==> src/rtl/reset_sequencer_pkg.sv <==
// Shared definitions for the 68k reset sequencer: sequence states,
// reset-cause encodings and the width of the shared timing counter.
package reset_sequencer_pkg;

  localparam int CNT_W = 8;

  typedef enum logic [1:0] {
    IDLE      = 2'd0,
    ASSERT    = 2'd1,
    HALT_TAIL = 2'd2,
    COOLDOWN  = 2'd3
  } seq_state_t;

  localparam logic [1:0] CAUSE_POR = 2'b00;
  localparam logic [1:0] CAUSE_WD  = 2'b01;
  localparam logic [1:0] CAUSE_BTN = 2'b10;

endpackage

==> src/rtl/reset_debounce.sv <==
// Front-panel button conditioner: two-flop synchroniser followed by a
// consecutive-low counter. Emits one single-cycle pulse when the
// synchronised button has been low for DEBOUNCE cycles, and re-arms only
// once the synchronised level returns high.
module reset_debounce
  import reset_sequencer_pkg::*;
#(
  parameter int DEBOUNCE = 4
) (
  input  logic WDCLK,
  input  logic nRST,
  input  logic button_n,
  output logic trig
);

  logic [1:0]       sync_q;
  logic [CNT_W-1:0] low_cnt;

  // Synchronise, count consecutive lows (saturating at DEBOUNCE) and
  // pulse on the cycle the count reaches DEBOUNCE.
  always_ff @(posedge WDCLK) begin
    if (!nRST) begin
      sync_q  <= 2'b11;
      low_cnt <= '0;
      trig    <= 1'b0;
    end else begin
      sync_q <= {sync_q[0], button_n};
      trig   <= 1'b0;
      if (sync_q[1]) begin
        low_cnt <= '0;
      end else if (low_cnt != CNT_W'(DEBOUNCE)) begin
        low_cnt <= low_cnt + 1'b1;
        if (low_cnt == CNT_W'(DEBOUNCE - 1)) begin
          trig <= 1'b1;
        end
      end
    end
  end

endmodule

==> src/rtl/reset_sequencer.sv <==
// 68k reset sequencer. A power-on, watchdog or debounced button trigger
// runs nRESET low for RESET_LEN cycles, keeps nHALT low HALT_EXTRA cycles
// longer, pulses WD_REARM on the first cooldown cycle, and then ignores
// watchdog edges for COOLDOWN_LEN cycles. One down-counter times all
// three timed states. Outputs are registered from the next-state decode,
// so they change on the same edge as the state.
module reset_sequencer
  import reset_sequencer_pkg::*;
#(
  parameter int RESET_LEN    = 16,
  parameter int HALT_EXTRA   = 2,
  parameter int COOLDOWN_LEN = 32,
  parameter int DEBOUNCE     = 4
) (
  input  logic       WDCLK,
  input  logic       nRST,
  input  logic       nWDTRIG,
  input  logic       nBUTTON,
  output logic       nRESET,
  output logic       nHALT,
  output logic [1:0] RST_CAUSE,
  output logic [7:0] WD_COUNT,
  output logic       WD_REARM,
  output logic [1:0] dbg_state
);

  seq_state_t       state, next_state;
  logic [CNT_W-1:0] cnt, next_cnt;
  logic             next_nreset, next_nhalt, next_rearm;
  logic             wd_prev;
  logic             btn_trig;
  logic             wd_edge;
  logic             accept_btn, accept_wd, accept;

  reset_debounce #(
    .DEBOUNCE(DEBOUNCE)
  ) u_debounce (
    .WDCLK   (WDCLK),
    .nRST    (nRST),
    .button_n(nBUTTON),
    .trig    (btn_trig)
  );

  // Falling edge only: a held-low nWDTRIG never re-triggers. The button
  // wins a tie, and is also honoured during cooldown; watchdog edges are
  // only honoured in IDLE.
  assign wd_edge    = wd_prev & ~nWDTRIG;
  assign accept_btn = btn_trig && (state == IDLE || state == COOLDOWN);
  assign accept_wd  = wd_edge && (state == IDLE) && !btn_trig;
  assign accept     = accept_btn | accept_wd;
  assign dbg_state  = state;

  // State register, shared counter and registered reset outputs.
  always_ff @(posedge WDCLK) begin
    if (!nRST) begin
      state    <= ASSERT;
      cnt      <= CNT_W'(RESET_LEN);
      nRESET   <= 1'b0;
      nHALT    <= 1'b0;
      WD_REARM <= 1'b0;
    end else begin
      state    <= next_state;
      cnt      <= next_cnt;
      nRESET   <= next_nreset;
      nHALT    <= next_nhalt;
      WD_REARM <= next_rearm;
    end
  end

  // Next state and counter: each timed state leaves when the counter
  // reads 1, loading the length of the following state.
  always_comb begin
    next_state = state;
    next_cnt   = cnt;
    unique case (state)
      IDLE: begin
        if (accept) begin
          next_state = ASSERT;
          next_cnt   = CNT_W'(RESET_LEN);
        end
      end
      ASSERT: begin
        if (cnt == CNT_W'(1)) begin
          next_state = HALT_TAIL;
          next_cnt   = CNT_W'(HALT_EXTRA);
        end else begin
          next_cnt = cnt - 1'b1;
        end
      end
      HALT_TAIL: begin
        if (cnt == CNT_W'(1)) begin
          next_state = COOLDOWN;
          next_cnt   = CNT_W'(COOLDOWN_LEN);
        end else begin
          next_cnt = cnt - 1'b1;
        end
      end
      COOLDOWN: begin
        if (accept) begin
          next_state = ASSERT;
          next_cnt   = CNT_W'(RESET_LEN);
        end else if (cnt == CNT_W'(1)) begin
          next_state = IDLE;
          next_cnt   = '0;
        end else begin
          next_cnt = cnt - 1'b1;
        end
      end
    endcase
  end

  // Output decode from the next state; nHALT is only released in states
  // where nRESET is already high.
  always_comb begin
    next_nreset = (next_state != ASSERT);
    next_nhalt  = (next_state == IDLE) || (next_state == COOLDOWN);
    next_rearm  = (state == HALT_TAIL) && (next_state == COOLDOWN);
  end

  // Cause and saturating watchdog tally, updated on the accepting edge.
  always_ff @(posedge WDCLK) begin
    if (!nRST) begin
      wd_prev   <= 1'b1;
      RST_CAUSE <= CAUSE_POR;
      WD_COUNT  <= '0;
    end else begin
      wd_prev <= nWDTRIG;
      if (accept_btn) begin
        RST_CAUSE <= CAUSE_BTN;
      end else if (accept_wd) begin
        RST_CAUSE <= CAUSE_WD;
        if (WD_COUNT != 8'hFF) begin
          WD_COUNT <= WD_COUNT + 1'b1;
        end
      end
    end
  end

endmodule
==> config.mk <==
export PLATFORM = sky130hd
export DESIGN_NAME = reset_sequencer
export DESIGN_NICKNAME = d
export VERILOG_FILES = /design/src/rtl/reset_sequencer_pkg.sv /design/src/rtl/reset_debounce.sv /design/src/rtl/reset_sequencer.sv
export SDC_FILE = /design/constraint.sdc
export NUM_CORES = 1
export LEC_CHECK = 0
export ABC_CLOCK_PERIOD_IN_PS = 5950
export CAP_MARGIN = 30
export CORE_MARGIN = 1
export CORE_UTILIZATION = 59
export CTS_CLUSTER_SIZE = 28
export DETAILED_ROUTE_END_ITERATION = 12
export GPL_ROUTABILITY_DRIVEN = 0
export PLACE_DENSITY = 0.81
export SKIP_LAST_GASP = 1
export SYNTH_ARGS = -nofsm -noshare
export SYNTH_HDL_FRONTEND = slang
export SYNTH_SLANG_ARGS = --single-unit
export TNS_END_PERCENT = 20
==> constraint.sdc <==
create_clock -name WDCLK -period 5.95 [get_ports WDCLK]
set_input_delay 1.19 -clock WDCLK [delete_from_list [all_inputs] [get_ports WDCLK]]
set_output_delay 1.19 -clock WDCLK [all_outputs]
set_load 0.03 [all_outputs]
==> impl_metrics.ini, run 1 <==
[outcome]
outcome = finished clean

[yosys]
synthesis.nets = 216
synth_top_family_by_area = simple AND/OR/NAND/NOR gates
netlist_area_um2 = 1750
synth-edff-count = 0
syn-instance-count = 200
synth_compound_area_share_pct = 12.9
synth_xor_area_share_pct = 6.49
synthAdderAreaFrac_pct = 8.56
async_flop_share_pct = 0
ys.flop_type = dfxtp_1
synth_cell_types = 44
ys_seq_area_share_pct = 39.9
synth_mux_area_share_pct = 1.14
synth_simple_gate_area_share_pct = 27.3
yosys_warnings = 0
avgSynthCellArea_um2 = 8.77
ys_ff_latch = 35

[sta]
grt_setup_unrepaired = no
period_minus_slack_ns = 2.75
hold_viol_final = 0
final-setup-viol-count = 0
skew_ns = 0.0121
tightest_slew_ns = 0.584
setup_tns_ns = 0
fin_crit_sh_pct = 46.1
max_slew_margin_pct = 60.5
fmax_mhz = 364
drv_slew = 0

[critical_path]
r2r_start = cnt[0]$_SDFFE_PN0P_
startpoint = nWDTRIG
worstPathRequired_ns = 6.17
critPathMaxFanout = 4
max_stage_delay_ns = 0.46
cp.arrival_ns = 2.96
path_cells = clkdlybuf4s50_1, nand4bb_1, nand2_1, a21oi_1, a22oi_1, ha_1, and2_1
end_kind = flop
crit_type = primary input to flop
crit_slowest_cell = clkdlybuf4s50_1
crit_buf_inv = 1
start_kind = primary input
crit_family = simple AND/OR/NAND/NOR gates

[worst_hold_path]
hp-class = flop to flop
min_from = u_debounce.sync_q[0]$_SDFF_PN1_

[global_route]
grt_max_degree = 18
antenna_found_initial = 0
grt_util_met3_pct = 6.68
gr-total-overflow = 0
grt_pass1_wl_mm = 6.33
grt_usage_pct = 25.3
busiest_layer = met2
grt_use_met1_pct = 32.8
grt_pass1_vias = 1433
met2_usage_pct = 41.5

[floorplan]
start_util_pct = 63.1
num_io_pins = 19
die_width_um = 56.5
rows = 19
die_h_um = 56.5
core_area_um2 = 2780
dieArea_um2 = 3200

[cts]
clk_pin_slew_ns = 0.11
root_buffer = clkbuf_4
post_cts_buffers = 0
cts_tree = yes
cts_sinks = 35
cts_made_buffers = 5
clock_path_buffers = 2
clk-insertion-delay-late_ns = 0.32
cts_resized = 0
ctsHoldBuffers = 0
htree_num_levels = 2

[drt]
drc_errors = 0
ant_nets = 0
post_drt_wl_per_cell_um = 14.5
routed_wl_mm = 3.66
viasPerCell = 5.90
vias = 1492
drtIter0Drc = 75
drtPass1Iterations = 4

[power_and_ir_drop]
ir_worst_vdd_uv = 273
p_leak_uw = 0.000823
p_per_area_nw_per_um2 = 346

[placement]
io_buffer_count = 18
dpl-instance-area_um2 = 1950
hpwl_mm = 2.69

[final_layout]
drive_gt1_share_pct = 5.41
final_area_um2 = 2000
nets = 237
areaGrowthSynthToFinish_pct = 14.1
n_antenna_cell = 0

[job]
max_cap_violations = 0
==> report_power, final <==
| part | internal [µW] | leakage, µW | switching [µW] |
|---|---|---|---|
| Combinational | 116 | 0.000509 | 160 |
| Sequential | 264 | 0.000285 | 30.9 |
| Clock | 46.1 | 0.0000293 | 74.1 |
==> per-stage QoR <==
| step | hold WS [ns] | worst slack, ns | instances | power [µW] | utilization (%) |
|---|---|---|---|---|---|
| 2_1_floorplan | 0.386 | 3.46 | 200 | 499 | - |
| 3_3_place_gp | 0.405 | 2.97 | 245 | 560 | 70.1 |
| 3_5_place_dp | 0.404 | 2.88 | 245 | 572 | 70.1 |
| 4_1_cts | 0.419 | 3.22 | 253 | 690 | 71.9 |
| 5_1_grt | 0.459 | 3.07 | 253 | 734 | 71.9 |
| 6_report | 0.412 | 3.20 | 253 | 692 | 71.9 |
==> cell type report <==
cell class                 instances  area, µm²
inverter                          11       41.3
tap                               31       38.8
fill                             219        781
timing repair buffer              18        180
multi-input combinational        150        990
clock inverter                     1       5.00
clock buffer                       7       45.0
sequential                        35        701
==> Yosys cell counts, types with 3 or more instances <==
library cell  count  share of area [%]
dfxtp_1          35                 40
nor2_1           22                4.7
nand2_1          17                3.6
nand3_1          13                3.7
ha_1             12                8.6
inv_1            11                2.4
xor2_1           10                5.0
and3_1            7                2.5
o21ai_0           7                2.0
and2_1            6                2.1
nand2b_1          6                2.1
a21oi_1           5                1.4
nor3_1            4                1.1
clkbuf_1          3               0.64
o21a_1            3                1.3
xnor2_1           3                1.5
==> cells in the final DEF, fill, tap and decap left out, types with 2 or more instances in the layout <==
| cell type | Yosys | routed |
|---|---|---|
| xnor2_1 | 3 | 3 |
| nand2b_1 | 6 | 6 |
| nor3_1 | 4 | 4 |
| nand3_1 | 13 | 13 |
| a31oi_1 | 2 | 2 |
| nor4_1 | 2 | 2 |
| ha_1 | 12 | 12 |
| and4b_1 | 2 | 2 |
| xor2_1 | 10 | 10 |
| clkbuf_1 | 3 | 2 |
| nor2_1 | 22 | 22 |
| or4_1 | 2 | 2 |
| a22oi_1 | 2 | 2 |
| o21ai_0 | 7 | 7 |
| a41oi_1 | 2 | 2 |
| o21a_1 | 3 | 3 |
| inv_1 | 11 | 11 |
| mux2i_1 | 2 | 2 |
| or3_1 | 2 | 2 |
| and2_1 | 6 | 6 |
| clkbuf_4 | 0 | 5 |
| nand2_1 | 17 | 17 |
| a21oi_1 | 5 | 5 |
| dfxtp_1 | 35 | 35 |
| clkdlybuf4s50_1 | 0 | 18 |
| and3_1 | 7 | 7 |
==> kinds of logic after synthesis <==
group | count (synthesis)
AO/OA/AOI/OAI | 32
XOR/XNOR | 13
adder cells (fa/ha/maj) | 12
buffers and inverters | 15
flip-flops | 35
multiplexers | 2
AND/OR/NAND/NOR | 91
==> path summary, 6_finish.rpt <==
| kind | end | slack [ns] | depth (start not counted) |
|---|---|---|---|
| min | u_debounce.sync_q[1]$_SDFF_PN1_ | 0.41 | 1 |
| max reg2reg | nHALT$_SDFF_PN0_ | 3.62 | 7 |
| min reg2reg | u_debounce.sync_q[1]$_SDFF_PN1_ | 0.41 | 1 |
| max | nHALT$_SDFF_PN0_ | 3.20 | 7 |
==> sequential cells by signal, summed over array words and instances (netlist names) <==
name	flops
WD_COUNT	8
cnt	8
u_debounce.low_cnt	8
RST_CAUSE	2
dbg_state	2
u_debounce.sync_q	2
WD_REARM	1
nHALT	1
nRESET	1
u_debounce.trig	1
wd_prev	1
==> per-layer routing <==
| layer | up-vias | routed length [µm] |
|---|---|---|
| met5 | - | 0 |
| met4 | 0 | 21 |
| met3 | 4 | 180 |
| met2 | 48 | 1750 |
| met1 | 698 | 1710 |
| li1 | 742 | - |
(Power assumes the default switching activity.)
==> run 2: changes to the inputs <==
ABC_CLOCK_PERIOD_IN_PS = 2700   (was 5950)
CORE_UTILIZATION = 55   (was 59)
PLACE_DENSITY = 0.76   (was 0.81)
clock period = 2.7 ns   (was 5.95 ns; I/O delays follow)
==> impl_metrics.ini, run 2 (same netlist as run 1, synthesis figures left out) <==
[cts]
post_cts_buffers = 0
root_buffer = clkbuf_4
clock_path_buffers = 2
ctsHoldBuffers = 0
clk_pin_slew_ns = 0.10
cts_tree = yes
cts_resized = 0
cts_made_buffers = 5
clk-insertion-delay-late_ns = 0.34
htree_num_levels = 2
cts_sinks = 35

[final_layout]
final_area_um2 = 2020
layout_common_cells = dfxtp_1, nor2_1, clkdlybuf4s50_1
areaGrowthSynthToFinish_pct = 15.1
register_area_um2 = 701
drive_gt1_share_pct = 5.88
reg_top3 = WD_COUNT: 8 flops, cnt: 8 flops, u_debounce.low_cnt: 8 flops
nets = 238
final.fill_count = 256
final_common_cell = dfxtp_1
multiInputGateArea_um2 = 990
final_core_util_pct = 66.7
n_antenna_cell = 0

[drt]
drtIter0Drc = 104
met2_wirelength_mm = 1.68
viasPerCell = 5.55
dr_wl_met3_um = 98
drtPass1Iterations = 4
highest_layer = met4
ant_nets = 0
wl_met1_mm = 1.67
vias = 1472
drc_errors = 0
post_drt_wl_per_cell_um = 13.2
routed_wl_mm = 3.50

[critical_path]
max_stage_delay_ns = 0.50
path_cells = inv_1, ha_1, or4b_4, or2_1, o21ai_1, a22oi_1, ha_1, and2_1
crit_buf_inv = 1
cp.arrival_ns = 2.54
end_kind = flop
critPathMaxFanout = 7
crit_slowest_cell = or4b_4
path_common_cell = ha_1
crit_family = simple AND/OR/NAND/NOR gates
r2r_slack_ns = 0.40
crit_type = flop to flop
r2r_start = cnt[1]$_SDFFE_PN0P_
regToRegEndpoint = nHALT$_SDFF_PN0_
start_kind = flop
worstPathRequired_ns = 2.94
reg2reg_depth = 8

[sta]
drv_slew = 0
final-setup-viol-count = 0
tightest_slew_ns = 0.557
grt_setup_unrepaired = no
hold_viol_final = 0
skew_ns = 0.00803
fmax_mhz = 434
setup_tns_ns = 0
period_minus_slack_ns = 2.30
max_slew_margin_pct = 62.4
fin_crit_sh_pct = 85.3

[floorplan]
rows = 20
core_area_um2 = 3030
die_width_um = 58.5
die_h_um = 58.5
num_io_pins = 19
start_util_pct = 57.9
dieArea_um2 = 3420

[placement]
io_buffer_count = 18
dpl-instance-area_um2 = 1970
hpwl_mm = 2.59

[global_route]
antenna_found_initial = 0
grt_pass1_vias = 1399
grt_max_degree = 17
grt_usage_pct = 22.6
gr-total-overflow = 0
grt_pass1_wl_mm = 5.91

[power_and_ir_drop]
power_uw = 1510
p_leak_uw = 0.000822
p_per_area_nw_per_um2 = 747
ir_worst_vdd_uv = 472

[worst_hold_path]
min_from = u_debounce.sync_q[0]$_SDFF_PN1_
worstHoldEndpoint = u_debounce.sync_q[1]$_SDFF_PN1_
holdPathStages = 1
hp-class = flop to flop

[outcome]
outcome = finished clean

[job]
max_cap_violations = 0
## run 2: cell types whose count changed in the layout (fill, tap and decap cells not counted)
| cell | previous run | this run |
|---|---|---|
| clkinv_2 | 1 | 0 |
| buf_4 | 0 | 1 |
| clkinvlp_4 | 0 | 1 |
| clkbuf_1 | 2 | 0 |
## run 2: worst register-to-register path, stage by stage, from the launching register on
cell and delay [ns]:
dfxtp_1 0.34, inv_1 0.09, ha_1 0.14, or4b_4 0.50
or2_1 0.37, o21ai_1 0.18, a22oi_1 0.14, ha_1 0.29
and2_1 0.15
## run 2: layout make-up
type,count,share of cell area [%]
repair buffers,19,9.29
clock buffers,5,1.86
flip-flops and latches,35,34.7
clock inverters,1,0.372
well taps,44,2.73
inverters,11,2.04
multi-input cells,150,49.0
## run 2: how the worst max path moves through the flow
stage	from	endpoint	depth (start not counted)
2_1_floorplan	dbg_state[0]$_SDFF_PN1_	nHALT$_SDFF_PN0_	8
3_3_place_gp	nWDTRIG	nHALT$_SDFF_PN0_	7
3_5_place_dp	nWDTRIG	nHALT$_SDFF_PN0_	7
4_1_cts	cnt[0]$_SDFFE_PN0P_	nHALT$_SDFF_PN0_	8
5_1_grt	cnt[0]$_SDFFE_PN0P_	nHALT$_SDFF_PN0_	7
6_report	cnt[1]$_SDFFE_PN0P_	nHALT$_SDFF_PN0_	8
## run 2: layer usage
| layer | up-vias | GRT usage (%) |
|---|---|---|
| met5 | - | 0 |
| met4 | 0 | 8.84 |
| met3 | 6 | 6.15 |
| met2 | 23 | 38.3 |
| met1 | 700 | 27.4 |
| li1 | 743 | - |
## run 2: power by group
part           internal [µW]  total [µW]  switching (µW)
Clock                   91.6         259             167
Sequential               582         646            63.2
Combinational            256         604             348
## run 2: metrics by stage
stage,std cells,hold slack [ns],setup WS (ns)
2_1_floorplan,200,0.386,0.578
3_3_place_gp,259,0.406,0.333
3_5_place_dp,259,0.403,0.248
6_report,265,0.422,0.398
5_1_grt,265,0.453,0.299
4_1_cts,265,0.428,0.411
==> run 3: changes to the inputs <==
ABC_CLOCK_PERIOD_IN_PS = 2360   (was 2700)
clock period = 2.36 ns   (was 2.7 ns; I/O delays follow)
==> impl_metrics.ini, run 3 (same netlist as run 1, synthesis figures left out) <==
[sta]
max_slew_margin_pct = 70.5
hold_viol_final = 0
grt_setup_unrepaired = no
period_minus_slack_ns = 2.21
fin_crit_sh_pct = 93.5
skew_ns = 0.00874
fmax_mhz = 453
setup_tns_ns = 0
drv_slew = 0
tightest_slew_ns = 0.436
final-setup-viol-count = 0

[critical_path]
start_kind = flop
critPathMaxFanout = 6
startpoint = cnt[0]$_SDFFE_PN0P_
cp-endpoint = nHALT$_SDFF_PN0_
reg2reg_depth = 8
end_kind = flop
r2r_start = cnt[0]$_SDFFE_PN0P_
r2r_slack_ns = 0.15
regToRegEndpoint = nHALT$_SDFF_PN0_
crit_type = flop to flop
worstPathRequired_ns = 2.59
cp.arrival_ns = 2.44

[global_route]
antenna_found_initial = 0
grt_pass1_vias = 1345
gr-total-overflow = 0
grt_max_degree = 17
grt_usage_pct = 21.7
grt_pass1_wl_mm = 5.66

[drt]
wl_met1_mm = 1.61
ant_nets = 0
routed_wl_mm = 3.43
dr_wl_met3_um = 92
drc_errors = 0
drtIter0Drc = 71
post_drt_wl_per_cell_um = 12.6
met2_wirelength_mm = 1.69
drtPass1Iterations = 4
vias = 1463
viasPerCell = 5.40
highest_layer = met4

[cts]
post_cts_buffers = 0
cts_tree = yes
clock_path_buffers = 2
cts_made_buffers = 5
cts_resized = 0
htree_num_levels = 2
clk_pin_slew_ns = 0.10
cts_sinks = 35
root_buffer = clkbuf_4
clk-insertion-delay-late_ns = 0.33
ctsHoldBuffers = 0

[placement]
post-place-cells = 263
io_buffer_count = 18
hpwl_mm = 2.53
dpl-instance-area_um2 = 2000

[final_layout]
final_cells = 271
n_antenna_cell = 0
reg_top3 = WD_COUNT: 8 flops, cnt: 8 flops, u_debounce.low_cnt: 8 flops
drive_gt1_share_pct = 7.49
layout_common_cells = dfxtp_1, nor2_1, clkdlybuf4s50_1
nets = 242
areaGrowthSynthToFinish_pct = 17.1
final_area_um2 = 2050
final_common_cell = dfxtp_1

[power_and_ir_drop]
clockPowerShare_pct = 17.4
switching_power_uw = 670
swShare_pct = 37.9
p_seq_share_pct = 42.0
p_per_area_nw_per_um2 = 861
combPwrFrac_pct = 40.6
p_leak_uw = 0.000847
internal_power_uw = 1100
ir_worst_vdd_uv = 495

[outcome]
outcome = finished clean

[job]
max_cap_violations = 0

[floorplan]
start_util_pct = 57.9
rows = 20
core_area_um2 = 3030
die_width_um = 58.5
dieArea_um2 = 3420
num_io_pins = 19
die_h_um = 58.5

[worst_hold_path]
hp-class = flop to flop
-- run 3: layer usage --
layer / GRT usage (%) / up-vias
met5: 0 / -
met1: 27.7 / 693
li1: - / 749
met4: 9.18 / 0
met3: 5.49 / 4
met2: 34.8 / 17
-- run 3: worst min-delay path by stage --
| stage | startpoint | endpoint | slack (ns) | depth (start not counted) |
|---|---|---|---|---|
| final | u_debounce.sync_q[0]$_SDFF_PN1_ | u_debounce.sync_q[1]$_SDFF_PN1_ | 0.43 | 1 |
| after global routing | u_debounce.sync_q[0]$_SDFF_PN1_ | u_debounce.sync_q[1]$_SDFF_PN1_ | 0.46 | 1 |
| after CTS | u_debounce.sync_q[0]$_SDFF_PN1_ | u_debounce.sync_q[1]$_SDFF_PN1_ | 0.44 | 1 |
| after detailed placement | u_debounce.sync_q[0]$_SDFF_PN1_ | u_debounce.sync_q[1]$_SDFF_PN1_ | 0.41 | 1 |
| after global placement | u_debounce.sync_q[0]$_SDFF_PN1_ | u_debounce.sync_q[1]$_SDFF_PN1_ | 0.40 | 1 |
| after floorplan | u_debounce.sync_q[0]$_SDFF_PN1_ | u_debounce.sync_q[1]$_SDFF_PN1_ | 0.39 | 1 |
-- run 3: per-stage QoR --
stage / setup slack [ns] / total power, µW / hold WS, ns / utilization (%)
6_report: 0.154 / 1770 / 0.432 / 67.9
5_1_grt: 0.0372 / 1900 / 0.460 / 67.9
4_1_cts: 0.163 / 1770 / 0.437 / 67.9
3_5_place_dp: 0.102 / 1460 / 0.414 / 66.2
3_3_place_gp: 0.125 / 1440 / 0.400 / 66.2
2_1_floorplan: 0.238 / 1260 / 0.386 / -
-- run 3: power by group through the flow --
| stage | clock network (µW) | registers [µW] | logic, µW |
|---|---|---|---|
| 6_report | 307 | 743 | 719 |
| 3_3_place_gp | 0 | 750 | 691 |
| 4_1_cts | 317 | 741 | 716 |
| 3_5_place_dp | 0 | 754 | 707 |
| 5_1_grt | 352 | 755 | 795 |
| 2_1_floorplan | 0 | 795 | 464 |
-- run 3: area by class of cell --
cell class | instances | area [µm²]
clock buffer | 7 | 45.0
fill | 256 | 973
tap | 44 | 55.1
clock inverter | 1 | 5.00
inverter | 11 | 41.3
sequential | 35 | 701
multi-input combinational | 150 | 990
timing repair buffer | 23 | 218
-- run 3: worst max-delay path, cell delays in order (launching register included) --
cell	delay [ns]
dfxtp_1	0.42
ha_1	0.18
or4b_4	0.50
or2_1	0.29
a21oi_2	0.17
o32ai_2	0.12
inv_1	0.07
ha_1	0.21
and2_1	0.15
